==> config.mk <==
export PLATFORM = sky130hd
export DESIGN_NAME = quad_stair_nco
export DESIGN_NICKNAME = d
export VERILOG_FILES = /design/src/rtl/quad_stair_nco.sv
export SDC_FILE = /design/constraint.sdc
export NUM_CORES = 1
export LEC_CHECK = 0
export CAP_MARGIN = 25
export CORE_MARGIN = 5
export CORE_UTILIZATION = 34
export CTS_BUF_LIST = sky130_fd_sc_hd__clkbuf_16
export CTS_CLUSTER_SIZE = 12
export DETAILED_ROUTE_END_ITERATION = 10
export GPL_ROUTABILITY_DRIVEN = 0
export PLACE_DENSITY = 0.73
export SETUP_SLACK_MARGIN = 0.05
export SYNTH_ARGS = -nofsm -noshare
export SYNTH_HDL_FRONTEND = slang
export SYNTH_SLANG_ARGS = --single-unit
==> constraint.sdc <==
create_clock -name clk -period 3.25 [get_ports clk]
set_clock_uncertainty 0.2 [all_clocks]
set_input_delay 0.4875 -clock clk [delete_from_list [all_inputs] [get_ports clk]]
set_output_delay 0.4875 -clock clk [all_outputs]
set_load 0.005 [all_outputs]
==> src/rtl/quad_stair_nco.sv <==
// rtl/quad_stair_nco.sv - quadrature staircase NCO with burst count and valid/ready output
// Optional linear chirp sweep enabled by `define NCO_CHIRP_SWEEP_EN.

module quad_stair_nco #(
   parameter int PHASE_W = 16,
   parameter int OUT_W   = 14,
   parameter int CNT_W   = 12
) (
   input  logic               clk,
   input  logic               rst_n,
   input  logic               start,
   input  logic [PHASE_W-1:0] freq_init,
   input  logic [PHASE_W-1:0] freq_step,
   input  logic [PHASE_W-1:0] freq_lo,
   input  logic [PHASE_W-1:0] freq_hi,
   input  logic [CNT_W-1:0]   num_samples,
   input  logic               out_ready,
   output logic               out_valid,
   output logic [OUT_W-1:0]   i_out,
   output logic [OUT_W-1:0]   q_out,
   output logic               busy,
   output logic               done
);

   typedef enum logic {S_IDLE, S_RUN} state_t;

   state_t             r_state;
   logic [PHASE_W-1:0] r_phase;
   logic [PHASE_W-1:0] r_freq;
   logic [CNT_W-1:0]   r_cnt;

   logic               w_xfer;
   logic [PHASE_W-1:0] w_phase_nxt;
   logic [3:0]         w_sector_nxt;
   logic [PHASE_W-1:0] w_freq_nxt;

   // Quarter-wave magnitude folded over the 16 sectors; upper half is negated.
   function automatic logic [OUT_W-1:0] f_sin(input logic [3:0] k);
      logic [1:0]       idx;
      logic [13:0]      mag;
      logic [OUT_W-1:0] m;
      idx = k[2] ? ~k[1:0] : k[1:0];
      case (idx)
         2'd0:    mag = 14'd799;
         2'd1:    mag = 14'd2276;
         2'd2:    mag = 14'd3406;
         default: mag = 14'd4017;
      endcase
      m = OUT_W'(mag) << (OUT_W - 14);
      return k[3] ? (~m + OUT_W'(1)) : m;
   endfunction

   function automatic logic [OUT_W-1:0] f_cos(input logic [3:0] k);
      return f_sin(k + 4'd4);
   endfunction

   assign w_xfer       = out_valid & out_ready;
   assign w_phase_nxt  = r_phase + r_freq;
   assign w_sector_nxt = w_phase_nxt[PHASE_W-1 -: 4];

`ifdef NCO_CHIRP_SWEEP_EN
   localparam logic [PHASE_W-1:0] ONE = PHASE_W'(1);

   logic [PHASE_W-1:0]        r_step;
   logic [PHASE_W-1:0]        r_lo;
   logic [PHASE_W-1:0]        r_hi;
   logic signed [PHASE_W+1:0] w_sum;

   assign w_sum = $signed({2'b00, r_freq}) + $signed({{2{r_step[PHASE_W-1]}}, r_step});

   // Out-of-band sums fold back into [lo, hi] by the overshoot distance.
   always_comb begin
      w_freq_nxt = w_sum[PHASE_W-1:0];
      if (w_sum > $signed({2'b00, r_hi}))
         w_freq_nxt = r_lo + (w_sum[PHASE_W-1:0] - r_hi - ONE);
      else if (w_sum < $signed({2'b00, r_lo}))
         w_freq_nxt = r_hi - (r_lo - w_sum[PHASE_W-1:0] - ONE);
   end
`else
   logic w_unused_sweep;
   assign w_unused_sweep = ^{freq_step, freq_lo, freq_hi};
   assign w_freq_nxt     = r_freq;
`endif

   always_ff @(posedge clk or negedge rst_n) begin
      if (!rst_n) begin
         r_state   <= S_IDLE;
         r_phase   <= '0;
         r_freq    <= '0;
         r_cnt     <= '0;
         out_valid <= 1'b0;
         i_out     <= '0;
         q_out     <= '0;
         busy      <= 1'b0;
         done      <= 1'b0;
`ifdef NCO_CHIRP_SWEEP_EN
         r_step    <= '0;
         r_lo      <= '0;
         r_hi      <= '0;
`endif
      end else begin
         done <= 1'b0;
         case (r_state)
            S_IDLE: begin
               if (start) begin
                  if (num_samples != '0) begin
                     r_phase   <= '0;
                     r_freq    <= freq_init;
                     r_cnt     <= num_samples;
                     i_out     <= f_sin(4'd0);
                     q_out     <= f_cos(4'd0);
                     out_valid <= 1'b1;
                     busy      <= 1'b1;
                     r_state   <= S_RUN;
`ifdef NCO_CHIRP_SWEEP_EN
                     r_step    <= freq_step;
                     r_lo      <= freq_lo;
                     r_hi      <= freq_hi;
`endif
                  end else begin
                     done <= 1'b1;
                  end
               end
            end
            S_RUN: begin
               if (w_xfer) begin
                  r_phase <= w_phase_nxt;
                  r_freq  <= w_freq_nxt;
                  r_cnt   <= r_cnt - CNT_W'(1);
                  if (r_cnt == CNT_W'(1)) begin
                     out_valid <= 1'b0;
                     busy      <= 1'b0;
                     done      <= 1'b1;
                     r_state   <= S_IDLE;
                  end else begin
                     i_out <= f_sin(w_sector_nxt);
                     q_out <= f_cos(w_sector_nxt);
                  end
               end
            end
            default: r_state <= S_IDLE;
         endcase
      end
   end

endmodule

; ---- Word-level counts from Yosys, hierarchy flattened
; Cells that the tools add are included.
[classes]
bitwise_logic = 6
addsub = 5
n_reduce_logical = 7
eq_ne = 10
muxes = 48
[op_table]
columns = op, n
row1 = 14-bit two-way mux, 16
row2 = 16-bit two-way mux, 6
row3 = 12-bit one-hot mux with 3 select lines, 2
row4 = 14-bit one-hot mux with 2 select lines, 2
row5 = 12-bit two-way mux, 3
row6 = 16-bit one-hot mux with 2 select lines, 1
row7 = 14-bit by 1-bit adder with 14-bit output (second input constant), 2
row8 = 14-bit inverter, 2
row9 = 12-bit one-hot mux with 2 select lines, 1
row10 = 16-bit adder, 1
row11 = 12-bit by 1-bit == test with 1-bit output (second input constant), 1
row12 = 1-bit two-way mux, 12
row13 = 12-bit nonzero test, 1
row14 = 12-bit by 1-bit subtractor with 12-bit output (second input constant), 1
row15 = 4-bit AND reduction, 2
row16 = 2-bit != test (second input constant), 3
row17 = 1-bit one-hot mux with 2 select lines, 3
row18 = 3-bit AND reduction, 2
row19 = 4-bit by 3-bit adder with 4-bit output (second input constant), 1
row20 = 2-bit by 1-bit == test with 1-bit output (second input constant), 2
row21 = 2-bit == test (second input constant), 2
row22 = 2-bit logical NOT, 2
row23 = 2-bit two-way mux, 2
row24 = 2-bit by 1-bit != test with 1-bit output (second input constant), 2
row25 = 3 further kinds, 4
[totals]
register_bits = 75

; ---- Depth between registers and ports, before layout
; Gate-level depths: netlist (run 1).
[logic_depth]
word_depth = 15
depth_mapped = 15
mapped_depth_nobuf = 15

; ---- Worst setup path before layout (run 1)
; No wires, ideal clock.
[synth_path]
path_kind = register to register
from = register r_phase[11]
to = register q_out[9]
path_buffers = 0
setup_time_ns = 0.121
synth_period_minus_slack_ns = 3.575
stages_incl_launch_ff = 12
arrival_ns = 3.254
slack_ns = -0.325
path_cell_list = dfrtp_1 ha_1 nand2_1 o21ai_0 mux2_2 a211oi_4 a21boi_1 or2_2 inv_1 ha_1 xnor3_1 o22a_1
[synth_between]
elab_chain_len = 15
elab_cells_between_ends = 17
cone_classes = 3 x add/sub / 2 x eq/ne / 9 x mux / 2 x bitwise / 1 x reduce/logical
[synth_rtl]
columns = item, line_no
row1 = from (decl), 28  ; logic [PHASE_W-1:0] r_phase;
row2 = from (signal assigned), 127  ; r_phase <= w_phase_nxt;
row3 = 16-bit adder (*), 58  ; assign w_phase_nxt = r_phase + r_freq;
row4 = 4-bit by 3-bit adder with 4-bit output (*), 54  ; return f_sin(k + 4'd4);
row5 = 2-bit inverter, 42  ; idx = k[2] ? ~k[1:0] : k[1:0];
row6 = 2-bit two-way mux, 42
row7 = "2-bit == test, or another cell as far along", 43  ; case (idx)
row8 = 12-bit one-hot mux with 3 select lines, 43
row9 = 14-bit two-way mux, 130  ; if (r_cnt == CNT_W'(1)) begin
row10 = 14-bit two-way mux, 126  ; if (w_xfer) begin
row11 = 14-bit two-way mux, 103  ; case (r_state)
row12 = 14-bit inverter, 50  ; return k[3] ? (~m + OUT_W'(1)) : m;
row13 = 14-bit by 1-bit adder with 14-bit output, 50
row14 = 14-bit two-way mux (*), 50
row15 = 14-bit two-way mux (*), 130
row16 = 14-bit two-way mux (*), 126
row17 = 14-bit one-hot mux with 2 select lines (*), 103
row18 = to (signal assigned), 111  ; q_out <= f_cos(4'd0);
row19 = to (signal assigned), 137  ; q_out <= f_cos(w_sector_nxt);
row20 = to (decl), 20  ; output logic [OUT_W-1:0] q_out,
; Every way passes the cells marked *; elsewhere a longest branch is shown, timed or not. The select of a mux whose other input is x is not followed.
; A chain may end at the register's enable or synchronous reset.

; ---- Final worst setup path (run 1)
[layout_path]
from = register r_freq[0]
to = register q_out[9]
[layout_between]
elab_chain_len = 15
elab_cells_between_ends = 17
cone_classes = 3 x add/sub / 2 x eq/ne / 9 x mux / 2 x bitwise / 1 x reduce/logical
[layout_rtl]
columns = item, line_no
row1 = from (decl), 29  ; logic [PHASE_W-1:0] r_freq;
row2 = from (signal assigned), 108  ; r_freq <= freq_init;
row3 = from (signal assigned), 128  ; r_freq <= w_freq_nxt;
row4 = 16-bit adder (*), 58
row5 = 4-bit by 3-bit adder with 4-bit output (*), 54
row6 = 2-bit inverter, 42
row7 = 2-bit two-way mux, 42
row8 = "2-bit == test, or another cell as far along", 43
row9 = 12-bit one-hot mux with 3 select lines, 43
row10 = 14-bit two-way mux, 130
row11 = 14-bit two-way mux, 126
row12 = 14-bit two-way mux, 103
row13 = 14-bit inverter, 50
row14 = 14-bit by 1-bit adder with 14-bit output, 50
row15 = 14-bit two-way mux (*), 50
row16 = 14-bit two-way mux (*), 130
row17 = 14-bit two-way mux (*), 126
row18 = 14-bit one-hot mux with 2 select lines (*), 103
; Marks and branches as above.

==> impl_metrics.tcl, run 1 <==
set metrics [dict create \
    crit_cells 14 \
    cts-root-buf "clkbuf_16" \
    run_status "complete, but fails checks" \
    period_needed_ns 3.37 \
    wirelength_mm 12.7 \
    synth_xor_xnor_area_share 0.0320 \
    synth_cell_types 68 \
    wl_per_cell_um 16.3 \
    tightestPinTransition_ns 0.696 \
    cts-buffers-inserted 9 \
    yosysMostFrequentCell "nand2_1" \
    core-area_mm2 0.0127 \
    reg2reg_slack_ns -0.12 \
    ant_nets 0 \
    synthMuxAreaShare 0.0178 \
    grt_pass1_wl_mm 19.9 \
    ys_seq_area_frac 0.396 \
    critPathKind "reg -> reg" \
    drt-initial-drc-count 350 \
    synth_compound_area_frac 0.205 \
    vias_per_cell 5.48 \
    timing.final.crit_share 1.04 \
    critPathArrivalTime_ns 3.39 \
    path_max_fanout 6 \
    ff_latch_area_mm2 0.00175 \
    syn-cell-area_mm2 0.00442 \
    vias 4277 \
    rsz0062_at_grt "true" \
    reg2reg_to "q_out[9]$_DFFE_PN0P_" \
    yosys.area_share.adder 0.0895 \
    synth_nets 603 \
    slew_headroom 0.536 \
    start_util 0.349 \
    placed_cells 750 \
    synth_cells 492 \
    clockBufferDepth 2 \
    setup.worst_path.end_class "flip-flop" \
    yosys.area_share.simple 0.217 \
    final_cell_count_no_fill 781 \
    synth_edf_count 0 \
    drcViolationCount 0 \
    cts_tree "done" \
    synthFlopType "dfrtp_1" \
    worst_setup_path_start_kind "flip-flop" \
    cp-endpoint "q_out[9]$_DFFE_PN0P_" \
    grt_max_degree 48 \
    diodes 0 \
    die-area_mm2 0.0154 \
    synthToLayoutAreaGrowth_pct 43.4 \
    min-delay-path-class "in -> async" \
    drv_cap 0 \
    drv_slew 0 \
    avgSynthCellArea_um2 8.98 \
    layout-drive-gt1-share 0.248 \
    synth_seq_cells 70 \
    layout.nets 715 \
    rr_startpoint "r_freq[0]$_DFFE_PN0P_" \
    hold_buffers 0 \
    io_pins 111 \
    crit_chain "ha_2, inv_2, fa_2, nor2b_2, o31a_1, o21ai_4, a211oi_4, a21boi_4, or2_4, buf_6, inv_4, ha_4, xnor3_1, o22a_1" \
    crit_required_ns 3.28 \
    fmax_ghz 0.297 \
    worst_skew_pair.late_latency_ns 0.33 \
    track_usage 0.161 \
    yosys-top-cells-count "nand2_1, dfrtp_1, nand3_1, o21ai_0, ha_1" \
    rows 41 \
    synthTopCellsByArea "dfrtp_1, ha_1, nand2_1, nand3_1, o21ai_0" \
    clkTransAtPathRegs_ns 0.06 \
    rr_worst_depth 14 \
    async_flop_share 1.00 \
    grt_pass1_vias 4163 \
    multi_input_area_mm2 0.00285 \
    firstDrtPassIters 5 \
    synth_area_leader_cell "dfrtp_1" \
    port_buffers 62 \
    finalSetupTns_ns -0.400 \
    cpMaxStageDelayCell "dfrtp_1" \
    clkSinkCount 70 \
    synth_top_family_by_area "simple AND/OR/NAND/NOR gates" \
    n_fill_cell 1123 \
    hold_viol 0 \
    antenna_found_initial 0 \
    max_stage_delay_ns 0.36 \
    fin_ws_ns -0.117 \
    setup_viol 6 \
    critical_path.top_delay_family "compound AO/OA/AOI/OAI gates" \
    die_h_um 124 \
    htree_levels 3 \
    grt-ovfl-total 0 \
    die_w_um 124 \
    critPathBufInv 3 \
    ys.warnings.count 0 \
    dp_hpwl_mm 8.46 \
    failed_checks "negative setup slack" \
    crit_path_start "r_freq[0]$_DFFE_PN0P_" \
    yosysTopAreaCellShare 0.396 \
]
routing by layer:
layer	vias to the layer above	GRT usage	part of all wire
met5	-	0	0
met4	0	0.0534	0.017
met3	19	0.0300	0.038
met2	102	0.274	0.50
met1	2145	0.207	0.45
li1	2011	-	-
per-stage QoR:
step | utilization | setup WS (ns) | hold slack [ns] | instance area, µm²
after global routing | 0.500 | -0.261 | 0.0455 | 6340
after CTS | 0.477 | -0.0639 | 0.0171 | 6050
after global placement | 0.444 | -0.129 | 0.268 | 5630
final | 0.500 | -0.117 | 0.00126 | 6340
after floorplan | - | -0.0250 | -0.00809 | 4510
after detailed placement | 0.444 | -0.208 | 0.270 | 5630
area by class of cell:
| cell class | instances | area share |
|---|---|---|
| multi-input combinational | 382 | 0.449 |
| tap | 172 | 0.0340 |
| sequential | 70 | 0.276 |
| clock inverter | 7 | 0.0128 |
| clock buffer | 9 | 0.0355 |
| inverter | 12 | 0.00829 |
| timing repair buffer | 129 | 0.184 |
what timing repair did:
action	CTS	global route
buffers inserted	4	13
endpoints found under the setup margin	15	16
hold endpoints to repair	0	0
pin swaps	6	20
resized for setup	18	43
state kept, by name, summed over array words and instances (netlist names):
name,flops
busy,1
done,1
i_out,12
q_out,11
r_cnt,12
r_freq,16
r_phase,16
r_state,1
placed cells by master, fill, tap and decap left out, types with 6 or more instances in the layout:
cell type	n
a211oi_1	6
a21oi_1	18
buf_4	59
buf_6	6
clkbuf_16	9
clkdlybuf4s50_1	61
dfrtp_1	70
ha_1	14
ha_4	13
inv_1	9
nand2_1	78
nand3_1	40
nor2_1	15
nor3_1	20
nor4_1	6
o21ai_0	35
o22ai_1	6
worst register-to-register path: cells and delay by family, from the launching register on:
kind	cells	cell delay, ns
compound gates	5	1.11
xor+xnor	1	0.24
buf+inv	3	0.21
fa+ha+maj	3	0.81
flops	1	0.36
simple gates	2	0.34
cells by family (layout without fill, tap and decap cells):
group | Yosys count | after routing
AO/OA/AOI/OAI | 130 | 130
buffers and inverters | 40 | 157
XOR/XNOR | 13 | 13
flip-flops | 70 | 70
adder cells (fa/ha/maj) | 31 | 31
multiplexers | 7 | 7
AND/OR/NAND/NOR | 201 | 201
worst min-delay path by stage:
stage,end,slack (ns)
floorplan,busy$_DFFE_PN0P_,-0.008
global placement,q_out[6]$_DFFE_PN0P_,0.27
detailed placement,r_freq[8]$_DFFE_PN0P_,0.27
CTS,r_cnt[0]$_DFFE_PN0P_,0.02
global route,r_cnt[0]$_DFFE_PN0P_,0.05
finish,r_cnt[0]$_DFFE_PN0P_,0.001
Power of run 1 is left out: the tool's default activity adds up to more than one toggle a clock period on the data nets, which glitch-free logic cannot reach.
==> run 2: changes to the inputs <==
--- a/config.mk
+++ b/config.mk
@@ -9,10 +9,10 @@
 export CORE_MARGIN = 5
 export CORE_UTILIZATION = 34
 export CTS_BUF_LIST = sky130_fd_sc_hd__clkbuf_16
-export CTS_CLUSTER_SIZE = 12
+export CTS_CLUSTER_SIZE = 28
 export DETAILED_ROUTE_END_ITERATION = 10
 export GPL_ROUTABILITY_DRIVEN = 0
-export PLACE_DENSITY = 0.73
+export PLACE_DENSITY = 0.71
 export SETUP_SLACK_MARGIN = 0.05
 export SYNTH_ARGS = -nofsm -noshare
 export SYNTH_HDL_FRONTEND = slang
==> constraint.sdc (replaced) <==
create_clock -name clk -period 3.2 [get_ports clk]
set_clock_uncertainty 0.2 [all_clocks]
set_input_delay 0.48 -clock clk [delete_from_list [all_inputs] [get_ports clk]]
set_output_delay 0.48 -clock clk [all_outputs]
set_load 0.005 [all_outputs]
==> run 2 against run 1 <==
  * The flow still finishes with violations (negative setup slack)
  * Register-to-register slack got worse by 0.12 ns
  * Die area unchanged
  * Critical path depth rose by 1
  * First-iteration DRC count shrank 17%
  * Highest routed layer unchanged
  * Sequential share of layout area is essentially flat
  * Global-route usage increased by 0.72 points
  * Worst hold slack improved by 0.014 ns
  * Count of clock-buffer cells in the layout is the same
==> impl_metrics.tcl, run 2 (synthesis results as in run 1) <==
set metrics [dict create \
    tightestPinTransition_ns 0.784 \
    port_buffers 62 \
    finalSetupTns_ns -1.25 \
    setup_viol 12 \
    critPathArrivalTime_ns 3.45 \
    cts-buffers-inserted 9 \
    fin_ws_ns -0.233 \
    rows 41 \
    die_w_um 124 \
    reg_top3 "r_freq x16, r_phase x16" \
    vias 4142 \
    start_util 0.349 \
    clkSinkCount 70 \
    htree_levels 3 \
    failed_checks "negative setup slack" \
    ant_nets 0 \
    die_h_um 124 \
    rr_worst_depth 15 \
    grt_pass1_vias 4222 \
    clockBufferDepth 2 \
    grt_max_degree 48 \
    hold_viol 0 \
    timing.final.crit_share 1.07 \
    critPathMostFrequentCell "ha_4" \
    cpMaxStageDelayCell "dfrtp_1" \
    antenna_found_initial 0 \
    grt_pass1_wl_mm 20.7 \
    layout-drive-gt1-share 0.249 \
    crit_chain "ha_4, inv_2, fa_2, nor2b_2, o31a_1, o2111a_1, a211oi_4, nor3_2, or2_4, inv_4, ha_4, and4_4, nand2_2, o311ai_2, nand2_1" \
    rsz0062_at_grt "true" \
    drv_slew 0 \
    grt-ovfl-total 0 \
    slew_headroom 0.478 \
    vias_per_cell 5.29 \
    cts_tree "done" \
    wirelength_mm 12.4 \
    path_max_fanout 6 \
    n_fill_cell 1098 \
    final_common_cell "nand2_1" \
    track_usage 0.169 \
    layout.nets 717 \
    placed_area_mm2 0.00566 \
    setup.worst_path.end_class "flip-flop" \
    drcViolationCount 0 \
    dp_hpwl_mm 8.45 \
    io_pins 111 \
    clkTransAtPathRegs_ns 0.06 \
    critPathKind "reg -> reg" \
    fmax_ghz 0.291 \
    die-area_mm2 0.0154 \
    diodes 0 \
    final_area_mm2 0.00635 \
    final_cell_mix "nand2_1, dfrtp_1, buf_4" \
    drv_cap 0 \
    run_status "complete, but fails checks" \
    worst_setup_path_start_kind "flip-flop" \
    core-area_mm2 0.0127 \
    min-delay-path-class "in -> async" \
    worst_skew_pair.late_latency_ns 0.34 \
    crit_required_ns 3.22 \
    period_needed_ns 3.43 \
    max_stage_delay_ns 0.41 \
    wl_per_cell_um 15.8 \
    cts-root-buf "clkbuf_16" \
    synthToLayoutAreaGrowth_pct 43.6 \
    drt-initial-drc-count 290 \
    firstDrtPassIters 5 \
]
## run 2: metal layers
metal | global-route usage | up-vias | share of wire | routed length (µm)
met3 | 0.0372 | 13 | 0.044 | 544
met5 | 0 | - | 0 | 0
met4 | 0.0630 | 0 | 0.013 | 157
met2 | 0.282 | 79 | 0.50 | 6170
li1 | - | 2023 | - | -
met1 | 0.214 | 2027 | 0.45 | 5520
## run 2: final cells by class
cell class	count	area, µm²	area share
clock buffers	9	225	0.0355
well taps	172	215	0.0339
multi-input cells	382	2840	0.448
inverters	12	55.1	0.00868
repair buffers	131	1170	0.184
flip-flops and latches	70	1750	0.276
clock inverters	7	88.8	0.0140
## run 2: worst paths after layout
kind | start | endpoint | slack (ns)
max in group asynchronous | rst_n | r_freq[8]$_DFFE_PN0P_ | 2.11
worst min-delay path | rst_n | r_cnt[10]$_DFFE_PN0P_ | 0.02
worst max-delay path | r_phase[0]$_DFFE_PN0P_ | i_out[13]$_DFFE_PN0P_ | -0.23
min in group clk | r_freq[6]$_DFFE_PN0P_ | r_freq[6]$_DFFE_PN0P_ | 0.28
worst min register to register | r_freq[6]$_DFFE_PN0P_ | r_freq[6]$_DFFE_PN0P_ | 0.28
worst max register to register | r_phase[0]$_DFFE_PN0P_ | i_out[13]$_DFFE_PN0P_ | -0.23
## run 2: critical path, delay by kind of cell (launching register included)
kind            cells  cell delay, ns
compound gates      4            1.17
simple gates        6            0.89
fa+ha+maj           3            0.50
buf+inv             2            0.14
flops               1            0.41
## run 2: metrics by stage
step / setup slack, ns / hold slack [ns] / std cells / util
after detailed placement: -0.270 / 0.269 / 754 / 0.446
final: -0.233 / 0.0151 / 783 / 0.501
after global routing: -0.336 / 0.0896 / 783 / 0.501
after global placement: -0.175 / 0.268 / 754 / 0.446
after CTS: -0.212 / 0.0316 / 781 / 0.492
after floorplan: -0.0750 / -0.0156 / 492 / -
## run 2: timing repair
action,CTS,global route
pin swaps,28,24
gates resized for setup,40,17
setup endpoints to repair,15,18
hold buffers,0,0
setup buffers,12,3
Power of run 2 is left out for the same reason.
